**src/rtl/sha256_resp_collector.sv**
```systemverilog
// Folds each SHA-256 core digest into a 32-bit MISR signature. After N_BLOCKS
// digests it compares against a golden value; a watchdog catches a silent core.
module sha256_resp_collector #(
  parameter int unsigned N_BLOCKS  = 16,
  parameter int unsigned TIMEOUT   = 128,
  parameter logic [31:0] MISR_POLY = 32'h04C11DB7,
  parameter logic [31:0] SIG_SEED  = 32'h00000000
) (
  input  logic         clk,
  input  logic         rst,
  input  logic         start,
  input  logic         digest_valid,
  input  logic [255:0] digest,
  input  logic [31:0]  expected_sig,
  input  logic         clear,
  output logic [31:0]  signature,
  output logic [15:0]  block_count,
  output logic         done,
  output logic         pass,
  output logic         timeout_err
);

  localparam int unsigned CW = (TIMEOUT > 2) ? $clog2(TIMEOUT) : 1;

  typedef enum logic [1:0] {IDLE, WAIT, DONE, ERR} state_t;

  state_t        state, state_next;
  logic [CW-1:0] wait_cnt, wait_cnt_next;
  logic          dv_q;
  logic          dv_rise;
  logic [31:0]   fold;
  logic [31:0]   sig_n;
  logic [15:0]   count_inc;
  logic [31:0]   signature_next;
  logic [15:0]   block_count_next;
  logic          done_next, pass_next, timeout_err_next;

  assign dv_rise = digest_valid & ~dv_q;

  always_comb begin
    fold = 32'h0;
    for (int i = 0; i < 8; i++) begin
      fold = fold ^ digest[i*32 +: 32];
    end
  end

  assign sig_n     = {signature[30:0], 1'b0} ^ (signature[31] ? MISR_POLY : 32'h0) ^ fold;
  assign count_inc = block_count + 16'd1;

  always_comb begin
    state_next       = state;
    wait_cnt_next    = wait_cnt;
    signature_next   = signature;
    block_count_next = block_count;
    done_next        = done;
    pass_next        = pass;
    timeout_err_next = timeout_err;
    if (clear) begin
      state_next       = IDLE;
      wait_cnt_next    = '0;
      signature_next   = SIG_SEED;
      block_count_next = 16'd0;
      done_next        = 1'b0;
      pass_next        = 1'b0;
      timeout_err_next = 1'b0;
    end else begin
      case (state)
        IDLE: begin
          if (start) begin
            state_next    = WAIT;
            wait_cnt_next = '0;
          end
        end
        WAIT: begin
          // A new init/next discards the running hash, so it beats a coincident digest.
          if (start) begin
            wait_cnt_next = '0;
          end else if (dv_rise) begin
            signature_next   = sig_n;
            block_count_next = count_inc;
            if (count_inc == 16'(N_BLOCKS)) begin
              state_next = DONE;
              done_next  = 1'b1;
              pass_next  = (sig_n == expected_sig);
            end else begin
              state_next = IDLE;
            end
          end else if (wait_cnt == CW'(TIMEOUT - 1)) begin
            state_next       = ERR;
            timeout_err_next = 1'b1;
          end else begin
            wait_cnt_next = wait_cnt + CW'(1);
          end
        end
        default: ;
      endcase
    end
  end

  always_ff @(posedge clk or posedge rst) begin
    if (rst) begin
      state       <= IDLE;
      wait_cnt    <= '0;
      dv_q        <= 1'b0;
      signature   <= SIG_SEED;
      block_count <= 16'd0;
      done        <= 1'b0;
      pass        <= 1'b0;
      timeout_err <= 1'b0;
    end else begin
      state       <= state_next;
      wait_cnt    <= wait_cnt_next;
      dv_q        <= digest_valid;
      signature   <= signature_next;
      block_count <= block_count_next;
      done        <= done_next;
      pass        <= pass_next;
      timeout_err <= timeout_err_next;
    end
  end

endmodule

```
**config.mk**
```make
export PLATFORM = sky130hd
export DESIGN_NAME = sha256_resp_collector
export DESIGN_NICKNAME = d
export VERILOG_FILES = /design/src/rtl/sha256_resp_collector.sv
export SDC_FILE = /design/constraint.sdc
export NUM_CORES = 1
export LEC_CHECK = 0
export CORE_AREA = 5 5 132 134
export CTS_CLUSTER_SIZE = 30
export DETAILED_ROUTE_END_ITERATION = 8
export DIE_AREA = 0 0 137 139
export DONT_BUFFER_PORTS = 1
export MAX_ROUTING_LAYER = met4
export SYNTH_ARGS = -nofsm -noshare
export SYNTH_HDL_FRONTEND = slang
export SYNTH_SLANG_ARGS = --single-unit
export TNS_END_PERCENT = 1
```
**constraint.sdc**
```tcl
create_clock -name clk -period 2.3 [get_ports clk]
set_clock_uncertainty 0.1 [all_clocks]
set_input_delay 0.46 -clock clk [delete_from_list [all_inputs] [get_ports clk]]
set_output_delay 0.46 -clock clk [all_outputs]
set_load 0.02 [all_outputs]
```
# Yosys cells after proc, flatten, opt, wreduce, memory -nomap -nowiden
# Index checks and enable logic that the tools add are counted.
[word_totals]
elab_cells = 80
ff_bits = 61
inputBits = 293
out_inout_bits = 51
[classes]
add_sub_neg = 2
eq_ne = 11
n_bitwise = 11
muxes = 37
reduce_logical = 11
[ops]
columns = ["op", "n"]
rows = [
  ["bitwise XOR 32 bit", 8],
  ["two-way mux 32 bit", 4],
  ["two-way mux 16 bit", 4],
  ["two-way mux 7 bit", 5],
  ["equality test 32 bit", 1],
  ["bitwise XOR 32 x 27 -> 32 bit", 1],
  ["two-way mux 27 bit", 1],
  ["adder 16 x 1 -> 16 bit (second input constant)", 1],
  ["equality test 16 x 5 -> 1 bit (second input constant)", 1],
  ["AND reduction 4 bit", 4],
  ["two-way mux 1 bit", 15],
  ["case mux 7 bit (2 select lines)", 1],
  ["two-way mux 2 bit", 6],
  ["!= test 4 bit (second input constant)", 3],
  ["nonzero test 2 bit", 4],
  ["adder 7 x 1 -> 7 bit (second input constant)", 1],
  ["equality test 7 bit (second input constant)", 1],
  ["!= test 3 bit (second input constant)", 2],
  ["case mux 2 bit (2 select lines)", 1],
  ["AND reduction 3 bit", 1],
  ["nonzero test 3 bit", 1],
  ["equality test 2 x 1 -> 1 bit (second input constant)", 1],
  ["zero test 2 bit", 1],
  ["!= test 2 x 1 -> 1 bit (second input constant)", 1],
  ["3 further kinds", 3],
]

# Longest topological paths before layout
[depth]
word_depth = 14
ltp_mapped = 9
depth_no_buf = 8

# Worst setup path after synthesis
# Ideal clock, no wire load.
[synth_path]
kind = "input port to flip-flop"
startpoint = "in digest[127]"
endpoint = "reg pass"
setup_time_ps = 103
arrival_time_ps = 2213
path_buffers = 0
setup_slack_ps = -116
path_stages = 7
required_ps = 2097
cell_sequence = "xnor2_1 > xnor3_2 > and3b_1 > or4_4 > a2111oi_4 > nand4_1 > o41ai_2"
[synth_via]
elab_chain_cells = 12
[synth_lines]
columns = ["item", "line_no", "text"]
rows = [
  ["start, declared", "13", "input logic [255:0] digest,"],
  ["bitwise XOR 32 bit (5 in a row)", "43", "fold = fold ^ digest[i*32 +: 32];"],
  ["bitwise XOR 32 bit", "47", "assign sig_n = {signature[30:0], 1'b0} ^ (signature[31] ? MISR_POLY : 32'h0) ^ fold;"],
  ["equality test 32 bit", "84", "pass_next = (sig_n == expected_sig);"],
  ["two-way mux 1 bit", "81", "if (count_inc == 16'(N_BLOCKS)) begin"],
  ["two-way mux 1 bit", "78", "end else if (dv_rise) begin"],
  ["two-way mux 1 bit", "76", "if (start) begin"],
  ["two-way mux 1 bit", "67", "case (state)"],
  ["two-way mux 1 bit", "58", "if (clear) begin"],
  ["end signal, assigned", "117", "pass <= pass_next;"],
  ["end, declared", "19", "output logic pass,"],
]
# No other way between the ends. The select of a mux whose other input is x is not followed.
# A chain may end at the register's enable or synchronous reset.

# Worst setup path after layout
[layout_path]
startpoint = "reg block_count[8]"
endpoint = "reg pass"
[layout_via]
elab_chain_cells = 4
[layout_lines]
columns = ["item", "line_no", "text"]
rows = [
  ["start, declared", "17", "output logic [15:0] block_count,"],
  ["start signal, assigned", "115", "block_count <= block_count_next;"],
  ["adder 16 x 1 -> 16 bit", "48", "assign count_inc = block_count + 16'd1;"],
  ["equality test 16 x 5 -> 1 bit", "81", ""],
  ["nonzero test 2 bit (no line)", "n/a", ""],
  ["AND reduction 4 bit (no line)", "n/a", ""],
]
# No other way between the ends.

==> impl_metrics.ini <==
[status]
status = finished with violations
violations = setup timing

[worst_setup_path]
critical_path_buf_inv_count = 0
r2r_slack_ps = -140
crit_fanout = 2
crit_family = compound AO/OA/AOI/OAI gates
required_ps = 2440
critPathSlowestCell = or4_1
crit_arrival_ps = 2580
cp_cell_sequence = or4_1 > or3_1 > a2111oi_4 > a31oi_2 > o41ai_2
end_kind = register
cp-start-kind = register
r2r_cells = 5
crit_cells = 5
slowest_delay_ps = 520
worstSetupPathType = reg -> reg

[power]
power.leakage_nw = 3.03
power_frac_seq_pct = 26.2
p_int_mw = 2.88
netSwitchingPower_mw = 1.39
combPwrFrac_pct = 44.2
p_per_area_mw_per_mm2 = 603
swShare_pct = 32.5
clkPwrFrac_pct = 29.6
max-vdd-ir-drop_uv = 462

[timing]
grt_setup_unrepaired = yes
finalHoldViolations = 0
relSlewSlack_pct = 38.3
fmax_mhz = 410
finalWorstSetupSlack_ps = -138
timing.hold.ws_ps = 45.4
setup_viol_count_final = 1
slew_violations = 0
fin_tns_setup_ps = -138
tightest_slew_ps = 924
min_period_ps = 2440
post-route-period-util_pct = 106

[floorplanning]
die_h_um = 139
ios = 344
rows = 47
die_width_um = 137
dieArea_mm2 = 0.0190
coreArea_mm2 = 0.0162
start_util_pct = 36.3

[clock_tree]
numCtsBuffers = 9
cts_sinks = 61
cts_tree = built
clkLatencyLatePin_ps = 340
htreeDepth = 3
clk_pin_slew_worst_paths_ps = 60
cts_root_buf = clkbuf_16
cts_max_path_buffers = 2

[run]
max-cap-violations = 0

[synth]
synth_top_area_share_pct = 26.0
async_flop_share_pct = 100
synth_seq_area_share_pct = 26.0
syn_avg_cell_area_um2 = 10.0
synth.distinct_cells = 55
synthesis.area_mm2 = 0.00587
dominantRegCellSynth = dfrtp_1
yosys.area.top_type = dfrtp_1
synthTopCellsByArea = dfrtp_1 (26%), xnor2_1 (25%), xnor3_1 (15%), xor2_1 (8.7%), o21ai_0 (3.2%)
synthCells = 584
syn_nets = 880
synth-seq-cells = 61
ys_warn_count = 0
synth-edff-count = 0

[cells_and_area]
drive_gt1_share_pct = 17.7
fin_nets = 956
antenna_cells = 0
areaGrowthSynthToFinish_pct = 20.5

[route]
route.vias.total = 4615
antenna_left = 0
drt-total-wl_um = 19900
drtIter0Drc = 178
drcViolationCount = 0
drtPass1Iterations = 4
post_drt_via_cell_ratio = 5.21
wl_per_cell_um = 22.5

[grt]
grt_pass1_wl_um = 28400
first_global_vias = 4984
grt-ovfl-total = 0
grt_max_degree = 38
antenna_found_initial = 0
grt.total_usage_pct = 20.6

[place]
portBuffers = 0
gp_congestion = 0.839
dp_hpwl_um = 16700

[worst_hold_path]
holdCritPathClass = in -> reg
hold_path_depth = 0
synthesized netlist by cell type, drive strengths merged (5+ instances only):
cell type	instances
nor4	5
dfrtp	61
a22o	5
nand3	12
nor3	8
or3	5
clkbuf	11
nor2	31
xnor3	39
inv	9
xor2	58
nand4	14
a21oi	10
xnor2	168
o2bb2ai	5
o21ai	37
nand2	47
and3	5
layer usage:
| layer | track usage, % | wire length [um] | vias up |
|---|---|---|---|
| li1 | - | - | 2151 |
| met1 | 21.4 | 7200 | 2229 |
| met2 | 36.6 | 10600 | 214 |
| met3 | 6.97 | 1740 | 21 |
| met4 | 5.78 | 339 | 0 |
| met5 | - | 0 | - |
cell type report:
cell class | count | area (um2)
fill | 1571 | 9100
multi-input combinational | 499 | 4340
sequential | 61 | 1530
timing repair buffer | 80 | 627
tap | 220 | 275
clock buffer | 10 | 229
clock inverter | 6 | 38.8
inverter | 9 | 33.8
cell families (layout without fill, tap and decap cells):
group	after synthesis	count (layout)	synth area share [%]
compound gates	80	80	9.10
xor+xnor	267	267	49.7
fa+ha+maj	3	3	0.640
buf+inv	24	105	1.66
flops	61	61	26.0
mux	1	1	0.171
simple gates	148	148	12.8
repair_timing:
action,4_1_cts,5_1_grt
hold endpoints to repair,24,0
setup buffers,1,1
hold buffers,1,0
setup endpoints to repair,3,5
gates resized for setup,6,10
pin swaps,3,8
power by group through the flow:
stage               combinational [mW]  sequential, mW  clock (mW)
finish                            1.89            1.12        1.26
global route                      2.02            1.12        1.35
CTS                               1.90            1.12        1.30
detailed placement                1.84            1.14           0
global placement                  1.83            1.14           0
floorplan                         1.28            1.15           0
path summary, 6_finish.rpt:
path	startpoint	to
setup / recovery	block_count[8]$_DFFE_PP0P_	pass$_DFFE_PP0P_
hold / removal	digest_valid	dv_q$_DFF_PP0_
setup reg to reg	block_count[8]$_DFFE_PP0P_	pass$_DFFE_PP0P_
hold reg to reg	wait_cnt[4]$_DFFE_PP0P_	wait_cnt[4]$_DFFE_PP0P_
max in group asynchronous	rst	block_count[8]$_DFFE_PP0P_
min in group asynchronous	rst	wait_cnt[5]$_DFFE_PP0P_
cells in the final DEF, fill, tap and decap left out, types with 3 or more instances in the layout:
master,n
o21ai_0,37
xor2_1,58
buf_6,3
o22ai_1,4
nand4_1,14
o2bb2ai_1,5
clkinv_2,3
dfrtp_1,59
nor3_1,8
or3b_2,3
or3_1,5
inv_1,8
nand3b_1,3
and3_1,4
a21oi_1,10
a22o_1,5
xnor2_1,166
nand2b_1,3
nand3_1,12
buf_4,75
clkbuf_16,9
nand2_1,47
xnor3_1,38
nor2_1,30
sequential cells by signal (all words and copies together), names as in the netlist:
name,count
pass,1
state,2
done,1
dv_q,1
signature,32
block_count,16
timeout_err,1
wait_cnt,7
through the flow:
| stage | cells | instance area, um2 | total power [mW] | utilization (%) | setup slack, ps |
|---|---|---|---|---|---|
| finish | 885 | 7070 | 4.27 | 43.7 | -138 |
| global route | 885 | 7070 | 4.48 | 43.7 | -233 |
| CTS | 884 | 7010 | 4.32 | 43.4 | -124 |
| detailed placement | 866 | 6680 | 2.98 | 41.3 | -419 |
| global placement | 866 | 6680 | 2.96 | 41.3 | -354 |
| floorplan | 584 | 5870 | 2.43 | - | -94.1 |
Power figures use the tool's default switching activity.
